**src/rtl/sqrt_pkg.sv**
```systemverilog
// Shared definitions for the odd-subtraction square-root datapath and its result checker.
package sqrt_pkg;

  localparam int OPERAND_W = 8;
  localparam int ROOT_W    = 4;

  typedef enum logic [1:0] {
    IDLE   = 2'd0,
    SQUARE = 2'd1,
    CHECK  = 2'd2,
    HOLD   = 2'd3
  } state_e;

  // Function codes for the accumulate/count unit.
  localparam logic [1:0] ALU_NOP  = 2'd0;
  localparam logic [1:0] ALU_LOAD = 2'd1;
  localparam logic [1:0] ALU_ACC  = 2'd2;

endpackage

```
**src/rtl/repeat_add_squarer.sv**
```systemverilog
// Squares a small root by adding it to an accumulator once per count step.
module repeat_add_squarer #(
  parameter int ROOT_W = sqrt_pkg::ROOT_W
) (
  input  logic                  clk,
  input  logic                  reset,
  input  logic                  load,
  input  logic                  step,
  input  logic [ROOT_W-1:0]     count,
  input  logic [ROOT_W-1:0]     addend,
  output logic [2*ROOT_W-1:0]   acc,
  output logic                  done
);
  import sqrt_pkg::*;

  logic [ROOT_W-1:0] cnt;
  logic [1:0]        op;

  assign op   = load ? ALU_LOAD : (step ? ALU_ACC : ALU_NOP);
  // Asserted on the step that retires the last addition.
  assign done = (cnt == ROOT_W'(1));

  // NOTE: sequential state uses non-blocking assignments so every register samples pre-edge values.
  always_ff @(posedge clk or posedge reset) begin
    if (reset) begin
      acc <= '0;
      cnt <= '0;
    end else begin
      case (op)
        ALU_LOAD: begin
          acc <= '0;
          cnt <= count;
        end
        ALU_ACC: begin
          acc <= acc + {{ROOT_W{1'b0}}, addend};
          cnt <= cnt - ROOT_W'(1);
        end
        default: ;
      endcase
    end
  end

endmodule

```
**config.mk**
```make
export PLATFORM = sky130hd
export DESIGN_NAME = repeat_add_squarer
export DESIGN_NICKNAME = d
export VERILOG_FILES = /design/src/rtl/sqrt_pkg.sv /design/src/rtl/repeat_add_squarer.sv
export SDC_FILE = /design/constraint.sdc
export NUM_CORES = 1
export LEC_CHECK = 0
export CORE_MARGIN = 2
export CORE_UTILIZATION = 45
export DETAILED_ROUTE_END_ITERATION = 10
export GPL_TIMING_DRIVEN = 0
export PLACE_DENSITY = 0.75
export SYNTH_ARGS = -nofsm -noshare
export SYNTH_HDL_FRONTEND = slang
export SYNTH_SLANG_ARGS = --single-unit
```
**constraint.sdc**
```tcl
create_clock -name clk -period 2.3 [get_ports clk]
set_clock_uncertainty 0.05 [all_clocks]
set_input_delay 0.23 -clock clk [delete_from_list [all_inputs] [get_ports clk]]
set_output_delay 0.23 -clock clk [all_outputs]
set_load 0.05 [all_outputs]
```
==> flow_results.org, run 1 <==
** Pwr
- Sequential power share :: 0.414
- IR analysis of the VDD net gives a maximum drop of between 0.0005 and 0.0006 V.
- Overall power consumption after layout is estimated at 0.598 mW.
- Switch Pwr :: 0.194 mW
- Internal portion of total power :: 0.404 mW
- Of the total power, combinational logic draws 0.301.
- Share of total power consumed by net switching :: 0.324
- Clock network fraction of total power :: 0.284
- PwrDens :: 597 mW/mm2
- Summed over all cells, the static leakage comes to roughly 0.46 nW.

** Outcome
- The run finished with clean final reports.

** Critical path
- Critical path arrival :: ~2 ns
- Depth of the worst register-to-register path :: 6
- STA classifies the critical path startpoint as a register.
- At the worst endpoint, the required time is 2.40 ns.
- The setup path with the least slack is of type reg2reg.
- STA classifies the critical path endpoint as a register.
- Along the worst path, the maximum fanout reaches 3.

** Clock network
- Post-CTS Hold Buffers :: 0
- Clock latency on the worst-skew pair, taken at its later pin, is 0.27 ns.
- TritonCTS built the clock tree.
- Clock-pin slew was measured on the worst setup and hold paths at 0.08 ns.
- Sink count of the clock tree :: 12
- Total number of H-tree levels :: 1
- Clock tree synthesis selected as its root buffer the cell clkbuf_4.
- In this run the deepest clock path goes through 2 buffers.
- TritonCTS Buffers :: 3

** Drt
- Vias per cell :: 5.16
- The final route contains 588 vias.
- Before antenna repair, the detailed router went through 4 iterations.
- Per-cell routed wire length :: approximately 13 um
- The count of nets left with antenna violations once routing finished came out at 0.
- Summed over all layers, the routed wires come to 1430 um.
- The first routing iteration left 3 violations.
- After detailed routing, the number of remaining DRC violations is 0.

** Global route
- The total overflow left after global routing is 0.
- Aggregate global-route resource usage :: 0.171
- Global-route wire length before repair :: approximately 2500 um
- Pin count of the biggest net entering global routing :: 13
- The initial antenna violation count is 0.
- Vias in the first global route :: 598

** STA
- Final Hold Slack :: 0.226 ns
- Setup total negative slack on the finished layout was measured at 0 ns.
- For the pin with the worst max-slew slack, the measured transition is 0.498 ns.
- Final setup violation count :: 0
- In the finished design, the share of the clock period the worst path needs comes to 0.832.
- Worst slew margin :: 0.667
- In the post-route analysis, the smallest setup slack over all paths is 0.386 ns.
- RSZ-0062 raised after global routing :: false
- Top achievable clock speed :: 522 MHz
- Subtracting the final worst setup slack from the clock period gives 1.91 ns.
- Final max-slew violation count :: 0
- The hold violation count in the final report is 0.

** Floorplanning
- The initial utilization of the core area, before any placement, comes to 0.487.
- The die covers 0.00199 mm2.
- Die H :: ~45 um
- I/O pin total :: 21
- Area of the core region :: 0.00152 mm2
- Row count :: 14
- The floorplan step set the die width to between 40 and 50 um.

** Yosys
- Sequential area share after synthesis :: 0.405
- Flop and latch count out of synthesis :: 12
- A synthesized cell averages 10.0 um2.
- Yosys warning total :: 0
- Count of mapped cells out of synthesis :: 74
- The synthesized netlist occupies a cell area of 742 um2.
- In this run, distinct cell masters in the synthesized netlist total 30.
- Syn Nets :: 93

** Placement
- Routability cong. :: ~0.83
- In this run the cell area measured after placement is 962 um2.
- Detailed placement ended at an HPWL of about 1000 um.
- Post-placement setup slack :: 0.127 ns
- I/O Buffers :: 20
- After detailed placement, the design holds a cell count of 110.

** Worst hold path
- Path type of the worst min-delay path :: in2async

** Job
- The tool flagged a number of max-cap violations equal to 0.

** Finish
- The finished layout holds approximately 110 standard cells, fillers aside.
- The number of antenna diodes in the final layout is 0.
- In the final layout, the share of cells above drive strength 1 is 0.102.
- From synthesis to final layout, the design area changed by 34.9%.
- Utilization after layout :: 0.657
- Count of filler cells inserted in the layout :: 133
- # nets final :: between 100 and 150
- Post-route design area :: around 0.0010 mm2
metal layers:
metal / share of wire / global-route usage / routed length, um / up-vias
met3: 0.054 / 0.0245 / 78 / 0
met2: 0.48 / 0.290 / 689 / 15
met1: 0.46 / 0.229 / 664 / 266
met4: 0 / 0.0364 / 0 / 0
li1: - / - / - / 307
met5: 0 / 0 / 0 / -
registers in the layout (all words and copies together) (netlist names):
signal / flops
cnt: 4
acc: 8
cell usage in the layout (no fill, tap or decap), types with 2 or more instances in the layout:
cell,instances
clkdlybuf4s50_1,19
dfrtp_1,12
nor2_1,9
nand2_1,7
o21ai_0,6
ha_1,6
inv_1,5
xnor2_1,3
clkbuf_4,3
xor2_1,2
mux2i_1,2
a211oi_1,2
cells in the mapped netlist:
cell type,number,area (um2)
o21bai_2,1,11.3
a31o_1,1,8.76
o21ba_1,1,10.0
nand2_1,7,26.3
o21ai_1,1,5.00
nand4_1,1,6.26
a21oi_2,1,8.76
mux2_2,1,11.3
clkbuf_1,1,3.75
a21boi_0,1,7.51
o41ai_1,1,8.76
ha_1,6,75.1
nor2_1,9,33.8
a211oi_4,1,20.0
nand3b_1,1,7.51
o21ai_0,6,30.0
nor3_1,1,5.00
buf_2,1,5.00
dfrtp_1,12,300
and3b_1,1,8.76
a21oi_1,1,5.00
mux2i_1,2,20.0
a211oi_1,2,15.0
inv_1,5,18.8
xnor2_1,3,26.3
or3_1,1,6.26
nor4_2,1,12.5
xor2_1,2,17.5
fa_1,1,20.0
nor3b_1,1,7.51
logic make-up after synthesis:
| group | share of synthesized area |
|---|---|
| AND/OR/NAND/NOR | 0.153 |
| AO/OA/AOI/OAI | 0.175 |
| flip-flops | 0.405 |
| buffers and inverters | 0.0371 |
| adder cells (fa/ha/maj) | 0.128 |
| XOR/XNOR | 0.0590 |
| multiplexers | 0.0422 |
repair_timing:
action                                 in CTS  in global routing
buffers inserted                            0                  0
setup endpoints to repair                   0                  1
endpoints found under the hold margin       0                  0
gates resized for setup                     0                  1
path summary, 6_finish.rpt:
| check | slack (ns) | endpoint | start |
|---|---|---|---|
| min in group clk | 0.47 | cnt[0] | count[0] |
| min reg2reg | 0.51 | acc[3] | acc[3] |
| min | 0.23 | cnt[3] | reset |
| max in group asynchronous | 1.65 | cnt[2] | reset |
| max reg2reg | 0.39 | acc[6] | acc[0] |
| max | 0.39 | acc[6] | acc[0] |
final cells by class:
class	instances	area, um2	area share
Buffer	2	8.76	0.00875
Clock buffer	4	36.3	0.0363
Inverter	5	18.8	0.0188
Multi-Input combinational cell	55	414	0.414
Sequential cell	12	300	0.300
Tap cell	16	20.0	0.0200
Timing Repair Buffer	20	203	0.202
worst max-delay path: stages (launching register included):
cell	delay, ns
dfrtp_1	0.40
ha_1	0.24
fa_1	0.42
a211oi_1	0.37
nor3_1	0.12
xnor2_1	0.14
nor2_1	0.05
power by group through the flow:
stage,sequential [mW],clock (mW),combinational [mW]
3_3_place_gp,0.250,0,0.177
2_1_floorplan,0.279,0,0.0915
4_1_cts,0.248,0.177,0.182
5_1_grt,0.251,0.183,0.200
6_report,0.248,0.170,0.180
3_5_place_dp,0.252,0,0.180
Power figures use the tool's default switching activity.
==> run 2: changes to the inputs <==
CORE_UTILIZATION = 41   (was 45)
PLACE_DENSITY = 0.72   (was 0.75)
clock period = 1.6 ns   (was 2.3 ns; I/O delays follow)
==> run 2 against run 1 <==
Compared with the run above:
- the run now ends with setup timing left
- global-route usage increased by 0.44 points
- final cell count increased by 11%
- via count increased by 6.5%
- sequential share of layout area decreased by 2.0 points
- register-to-register slack got worse by 0.45 ns
- count of clock-buffer cells in the layout unchanged
- flip-flop and latch count unchanged
- largest cell class unchanged
==> flow_results.org, run 2 (synthesized netlist as in run 1, its figures left out) <==
** Clock network
- TritonCTS Buffers :: 3
- Total number of H-tree levels :: 1
- Clock slew at the register clock pins of the worst setup and hold paths :: roughly 0.08 ns
- TritonCTS clock tree :: built
- Clk root buf :: clkbuf_4
- Post-CTS Hold Buffers :: 0
- Max Root-Sink Buffers :: 2
- Sink count of the clock tree :: 12
- The later pin in the worst-skew pair is clocked with a latency of 0.27 ns.

** STA
- Min Tclk post-route :: 1.66 ns
- Worst slew margin :: 0.664
- Final Hold Viols :: 0
- Final setup violation count :: 1
- RSZ-0062 raised after global routing :: true
- Final max-slew violation count :: 0
- After layout, the worst setup slack is -0.0632 ns.
- Final hold analysis gives a worst-case slack of 0.147 ns.
- At the pin with the least slew margin, the transition time is 0.503 ns.
- Top achievable clock speed :: between 600 and 700 MHz
- Final critical-path share of the clock period :: 1.04
- In the final timing run, aggregate negative setup slack is -0.0632 ns.

** Finish
- The count of cells in the finished layout, fillers not included, comes to 126.
- After the last flow step, the layout net total stands at 121.
- The area growth from synthesis to layout is 46.2%.
- Leading cell types in the layout, fill and taps excluded :: clkdlybuf4s50_1 (10), nor2_1 (9), dfrtp_1 (9)
- More flip-flops sit in one register than any other, and that register is acc.
- Top flop regs :: acc (8), cnt (4)
- Number of flip-flops in the largest register :: 8
- The number of antenna diodes in the final layout is 0.
- Most common cell after layout, fill and taps aside :: clkdlybuf4s50_1
- Fraction of final layout cells with drive strength greater than 1 :: 0.238

** Drt
- Per-cell routed wire length :: 12.8 um
- Drt first pass iters :: 2
- The detailed router placed between 600 and 700 vias in this run.
- Summed over all layers, the routed wires come to 1610 um.
- Using the TritonRoute via totals, the vias-per-cell ratio works out to 4.97.
- Violation count after the first detailed-routing iteration :: 3
- DR DRC count :: 0
- In this run the remaining antenna-violating nets after routing total 0.

** Placement
- Counting tap cells, the placed design contains a total of 119 instances.
- I/O Buffers :: 20
- Routability-driven placement finished with a final weighted congestion of 0.790.
- OpenSTA, run right after detailed placement, puts the worst setup slack at -0.302 ns.
- Detailed placement ended at an HPWL of 1170 um.

** Global route
- The via count of the first global-routing pass came to 633.
- Entering global routing, the biggest net connects 13 pins.
- For this run, the total global-route usage over all layers was measured as 0.175.
- Initial antenna violation count :: 0
- Global-route wire length before repair :: about 2600 um
- Total congestion overflow :: 0

** Job
- Max-cap violations in this run came to 0.

** Floorplanning
- I/O pin total :: 21
- Row generation in the floorplan step produced 15 rows.
- Floorplan die width :: 46.5 um
- Total die area :: 0.00217 mm2
- Initial Util :: 0.434
- Area of the core region :: 0.00171 mm2
- From bottom edge to top edge, the die measures approximately 47 um.

** Critical path
- Setup slack on the worst reg-to-reg path comes out at -0.06 ns.
- CP max FO :: 3
- Required time worst endpoint :: 1.69 ns
- STA classifies the critical path endpoint as a register.
- Critical path arrival :: 1.76 ns
- The critical path is of the reg2reg type.
- STA classifies the critical path startpoint as a register.

** Pwr
- Leakage :: 0.510 nW
- For this design the ratio of total power to cell area is around 800 mW/mm2.
- Peak supply drop :: 0.000552 V

** Outcome
- The checks that failed: setup timing.
- Run status :: complete, but fails checks

** Worst hold path
- The path class of the tightest hold or removal check is in2async.
## run 2: cell types whose count changed in the layout (fill, tap and decap cells not counted), moves of 3 or more
cell             delta
buf_4               +3
clkdlybuf4s50_1     -9
dfrtp_1             -3
dfrtp_2             +3
dlygate4sd2_1       +8
ha_1                -3
ha_4                +3
## run 2: routing by layer
metal  wire length (um)  part of all wire  global-route usage
met1                658              0.41               0.198
met2                835              0.52               0.314
met4                 46             0.029              0.0686
met3                 67             0.042              0.0392
met5                  0                 0                   0
## run 2: worst max-delay path: stages (launching register included)
cell and delay [ns]:
dfrtp_2 0.43, ha_4 0.17, fa_2 0.36, a211oi_4 0.24, nor3_1 0.09, xnor2_1 0.15, nor2_1 0.05
## run 2: cell type report
class	count	area, um2
plain buffers	2	8.76
repair buffers	23	213
multi-input cells	55	483
flip-flops and latches	12	304
well taps	25	31.3
fillers	147	623
inverters	5	18.8
clock buffers	4	26.3
## run 2: what timing repair did
| action | 4_1_cts | 5_1_grt |
|---|---|---|
| setup buffers | 2 | 1 |
| gates resized for setup | 14 | 7 |
| cloned | 0 | 0 |
| pin swaps | 2 | 2 |
| endpoints found under the setup margin | 13 | 8 |
## run 2: worst paths after layout
| check | from | endpoint | depth (start not counted) |
|---|---|---|---|
| setup reg to reg | acc[0] | acc[6] | 6 |
| min in group clk | count[1] | cnt[1] | 3 |
| hold reg to reg | acc[6] | acc[6] | 2 |
| setup / recovery | acc[0] | acc[6] | 6 |
| hold / removal | reset | cnt[1] | 2 |
| max in group asynchronous | reset | acc[1] | 2 |
## run 2: power breakdown
part	total, mW	switching (mW)	internal [mW]
Sequential	0.363	0.0325	0.331
Combinational	0.291	0.161	0.130
Clock	0.198	0.102	0.0966
Total	0.853	0.295	0.558
## run 2: per-stage QoR
step / util / instance area (um2) / total power, mW
4_1_cts: 0.612 / 1040 / 0.835
3_5_place_dp: 0.594 / 1010 / 0.640
6_report: 0.635 / 1080 / 0.853
3_3_place_gp: 0.594 / 1010 / 0.633
2_1_floorplan: - / 783 / 0.548
5_1_grt: 0.635 / 1080 / 0.904
==> run 3: changes to the inputs <==
CORE_UTILIZATION = 30   (was 41)
PLACE_DENSITY = 0.56   (was 0.72)
==> run 3 against run 2 <==
Compared with the run above:
- the flow still finishes with violations (setup timing)
- non-clock buffer count is 1 higher
- utilization is 18 points lower
- flip-flop and latch count stayed put
- combinational power is 4% lower
- worst setup slack worse by 0.013 ns
- sequential share of layout area hardly changed
- critical path depth stayed put
- global-route usage is 4.1 points lower
- total power is 4.7% higher
- register-to-register slack hardly changed
- critical path type unchanged
==> flow_results.org, run 3 (synthesized netlist as in run 1, its figures left out) <==
** Outcome
- The run finished, with violations left.
- The checks that failed: setup timing.

** Drt
- Vias per cell :: 4.74
- Highest Signal Layer :: met4
- For this block, the initial DRC count from the detailed router was 11.
- DR DRC count :: 0
- After detailed routing, the total wire length is 1570 um.
- Routed wl met3 :: ~90 um
- Per-cell routed wire length :: about 12 um
- Drt first pass iters :: 4
- Routed met2 length :: 809 um
- Across all layers, the routed design uses 626 vias.
- The detail route stage leaves a number of antenna-violating nets equal to 0.
- Met1 WL :: 656 um

** Finish
- The final layout contains about 120 nets.
- The finished layout holds 132 standard cells, fillers aside.
- Top flop regs :: acc (8), cnt (4)
- Most common cell after layout, fill and taps aside :: clkdlybuf4s50_1
- In the layout the commonest cells are clkdlybuf4s50_1 (11), nor2_1 (9), dfrtp_1 (9).
- P&R area growth vs syn :: 46.4%
- Count of filler cells inserted in the layout :: 239
- Across the whole layout, storage elements account for 304 um2.
- Fraction of final layout cells with drive strength greater than 1 :: 0.235
- The register with the most flip-flops in the layout has 8 of them.
- In the final layout, the multi-input gates occupy 459 um2.
- The repair_antennas step left the layout with diodes totalling 0.
- Most flops, register :: acc

** STA
- Top achievable clock speed :: 597 MHz
- Worst slew margin :: 0.678
- Setup TNS after final layout :: -0.0819 ns
- The hold violation count in the final report came to 0.
- Worst setup slack after layout :: -0.0759 ns
- For the pin with the worst max-slew slack, the measured transition is ~0.48 ns.
- Final Hold Slack :: 0.130 ns
- Dividing the final minimum period by the clock period gives 1.05.
- Setup repair after global routing could not meet its margin everywhere.
- The final count of pins violating max slew came to 0.
- Min Tclk post-route :: 1.68 ns
- Setup violations remaining at the end of the flow were counted as 2.

** Floorplanning
- For this configuration, the core starts out at a cell density of 0.308.
- Area of the core region :: 0.00241 mm2
- I/O pin total :: 21
- The initialized floorplan defines 18 standard-cell rows.
- From bottom edge to top edge, the die measures 53.7 um.
- The die is 53.7 um wide.
- The die covers ~0.0029 mm2.

** Clock network
- Counting every sink on the clock net gives 12.
- TritonCTS clock tree :: built
- After clock tree synthesis, the clock-pin slew on the worst setup and hold paths is approximately 0.090 ns.
- Clk root buf :: clkbuf_4
- TritonCTS Buffers :: 3
- For the worst-skew pair, the clock arrives at the later sink with an insertion delay of around 0.28 ns.
- Post-CTS Hold Buffers :: 0
- Total number of H-tree levels :: 1
- Max Root-Sink Buffers :: 2

** Pwr
- Comb pwr share :: 0.313
- After layout, the design draws a total of between 0.8 and 0.9 mW.
- Of the total power, registers draw 0.404.
- Dividing total power by cell area gives a power density of 823 mW/mm2.
- Summed over all cells, the static leakage comes to 0.503 nW.
- Internal portion of total power :: between 0.5 and 0.6 mW
- Of the total power, the share spent switching nets is 0.335.
- Switch Pwr :: 0.299 mW
- IR analysis of the VDD net gives a maximum drop of 0.000566 V.
- Clock network fraction of total power :: 0.284

** Global route
- Summed over all layers, the global routing overflow is 0.
- For this run, the total global-route usage over all layers was measured as 0.134.
- The first global-routing pass estimated approximately 2700 um of wire.
- The initial antenna violation count was 0.
- Pin count of the biggest net entering global routing :: 13
- Vias in the first global route :: 628

** Critical path
- Critical path arrival :: 1.79 ns
- The worst setup path is captured at a register.
- STA classifies the critical path startpoint as a register.
- Crit Path Class :: reg2reg
- Required time worst endpoint :: approximately 1.7 ns
- Sequence of cells on the critical path :: ha_4, fa_2, a211oi_2, nor3_1, xnor2_1, nor2_1
- For this run, the slowest stage of the critical path takes between 0.4 and 0.5 ns.
- Among all stages on the critical path, the largest delay is contributed by dfrtp_2.
- CP max FO :: 3

** Placement
- Routability-driven placement finished with a final weighted congestion of 0.759.
- I/O Buffers :: 20
- Number of placed instances with taps included :: 124

** Job
- Max-cap violations in this run came to 0.

** Worst hold path
- The worst hold path belongs to the class in2async.
[run 3: critical path, delay by kind of cell (launching register included)]
kind	cells	cell delay [ns]
flip-flops	1	0.43
XOR/XNOR	1	0.15
AND/OR/NAND/NOR	2	0.15
AO/OA/AOI/OAI	1	0.26
adder cells (fa/ha/maj)	2	0.52
[run 3: final timing paths]
check	cells past startpoint	startpoint	end	slack, ns
worst max-delay path	6	acc[0]	acc[6]	-0.08
min in group clk	3	count[0]	cnt[0]	0.38
worst max register to register	6	acc[0]	acc[6]	-0.08
worst min-delay path	2	reset	cnt[2]	0.13
max in group asynchronous	2	reset	acc[1]	1.01
worst min register to register	2	acc[3]	acc[3]	0.50
[run 3: layout make-up]
| cell class | instances | share of cell area |
|---|---|---|
| multi-input combinational | 55 | 0.423 |
| sequential | 12 | 0.280 |
| buffer | 2 | 0.00806 |
| timing repair buffer | 24 | 0.204 |
| inverter | 5 | 0.0173 |
| clock buffer | 4 | 0.0334 |
| tap | 30 | 0.0346 |
[run 3: power groups by stage]
stage	registers, mW	logic [mW]	clock network [mW]
4_1_cts	0.361	0.279	0.259
6_report	0.360	0.279	0.254
3_3_place_gp	0.367	0.267	0
5_1_grt	0.366	0.308	0.274
2_1_floorplan	0.407	0.142	0
3_5_place_dp	0.369	0.272	0
[run 3: routing by layer]
| layer | up-vias | GRT usage |
|---|---|---|
| li1 | 313 | - |
| met1 | 295 | 0.144 |
| met2 | 16 | 0.236 |
| met3 | 2 | 0.0500 |
| met4 | 0 | 0.0513 |
| met5 | - | 0 |
[run 3: repair_timing]
action | in CTS | in global routing
cloned | 0 | 0
setup buffers | 4 | 0
resized for setup | 13 | 4
pin swaps | 4 | 2
endpoints found under the setup margin | 12 | 7
[run 3: stage by stage]
| step | util | setup slack, ns | area [um2] |
|---|---|---|---|
| 5_1_grt | 0.451 | -0.162 | 1090 |
| 6_report | 0.451 | -0.0759 | 1090 |
| 2_1_floorplan | - | -0.132 | 783 |
| 4_1_cts | 0.449 | -0.0721 | 1080 |
| 3_5_place_dp | 0.424 | -0.311 | 1020 |
| 3_3_place_gp | 0.424 | -0.299 | 1020 |
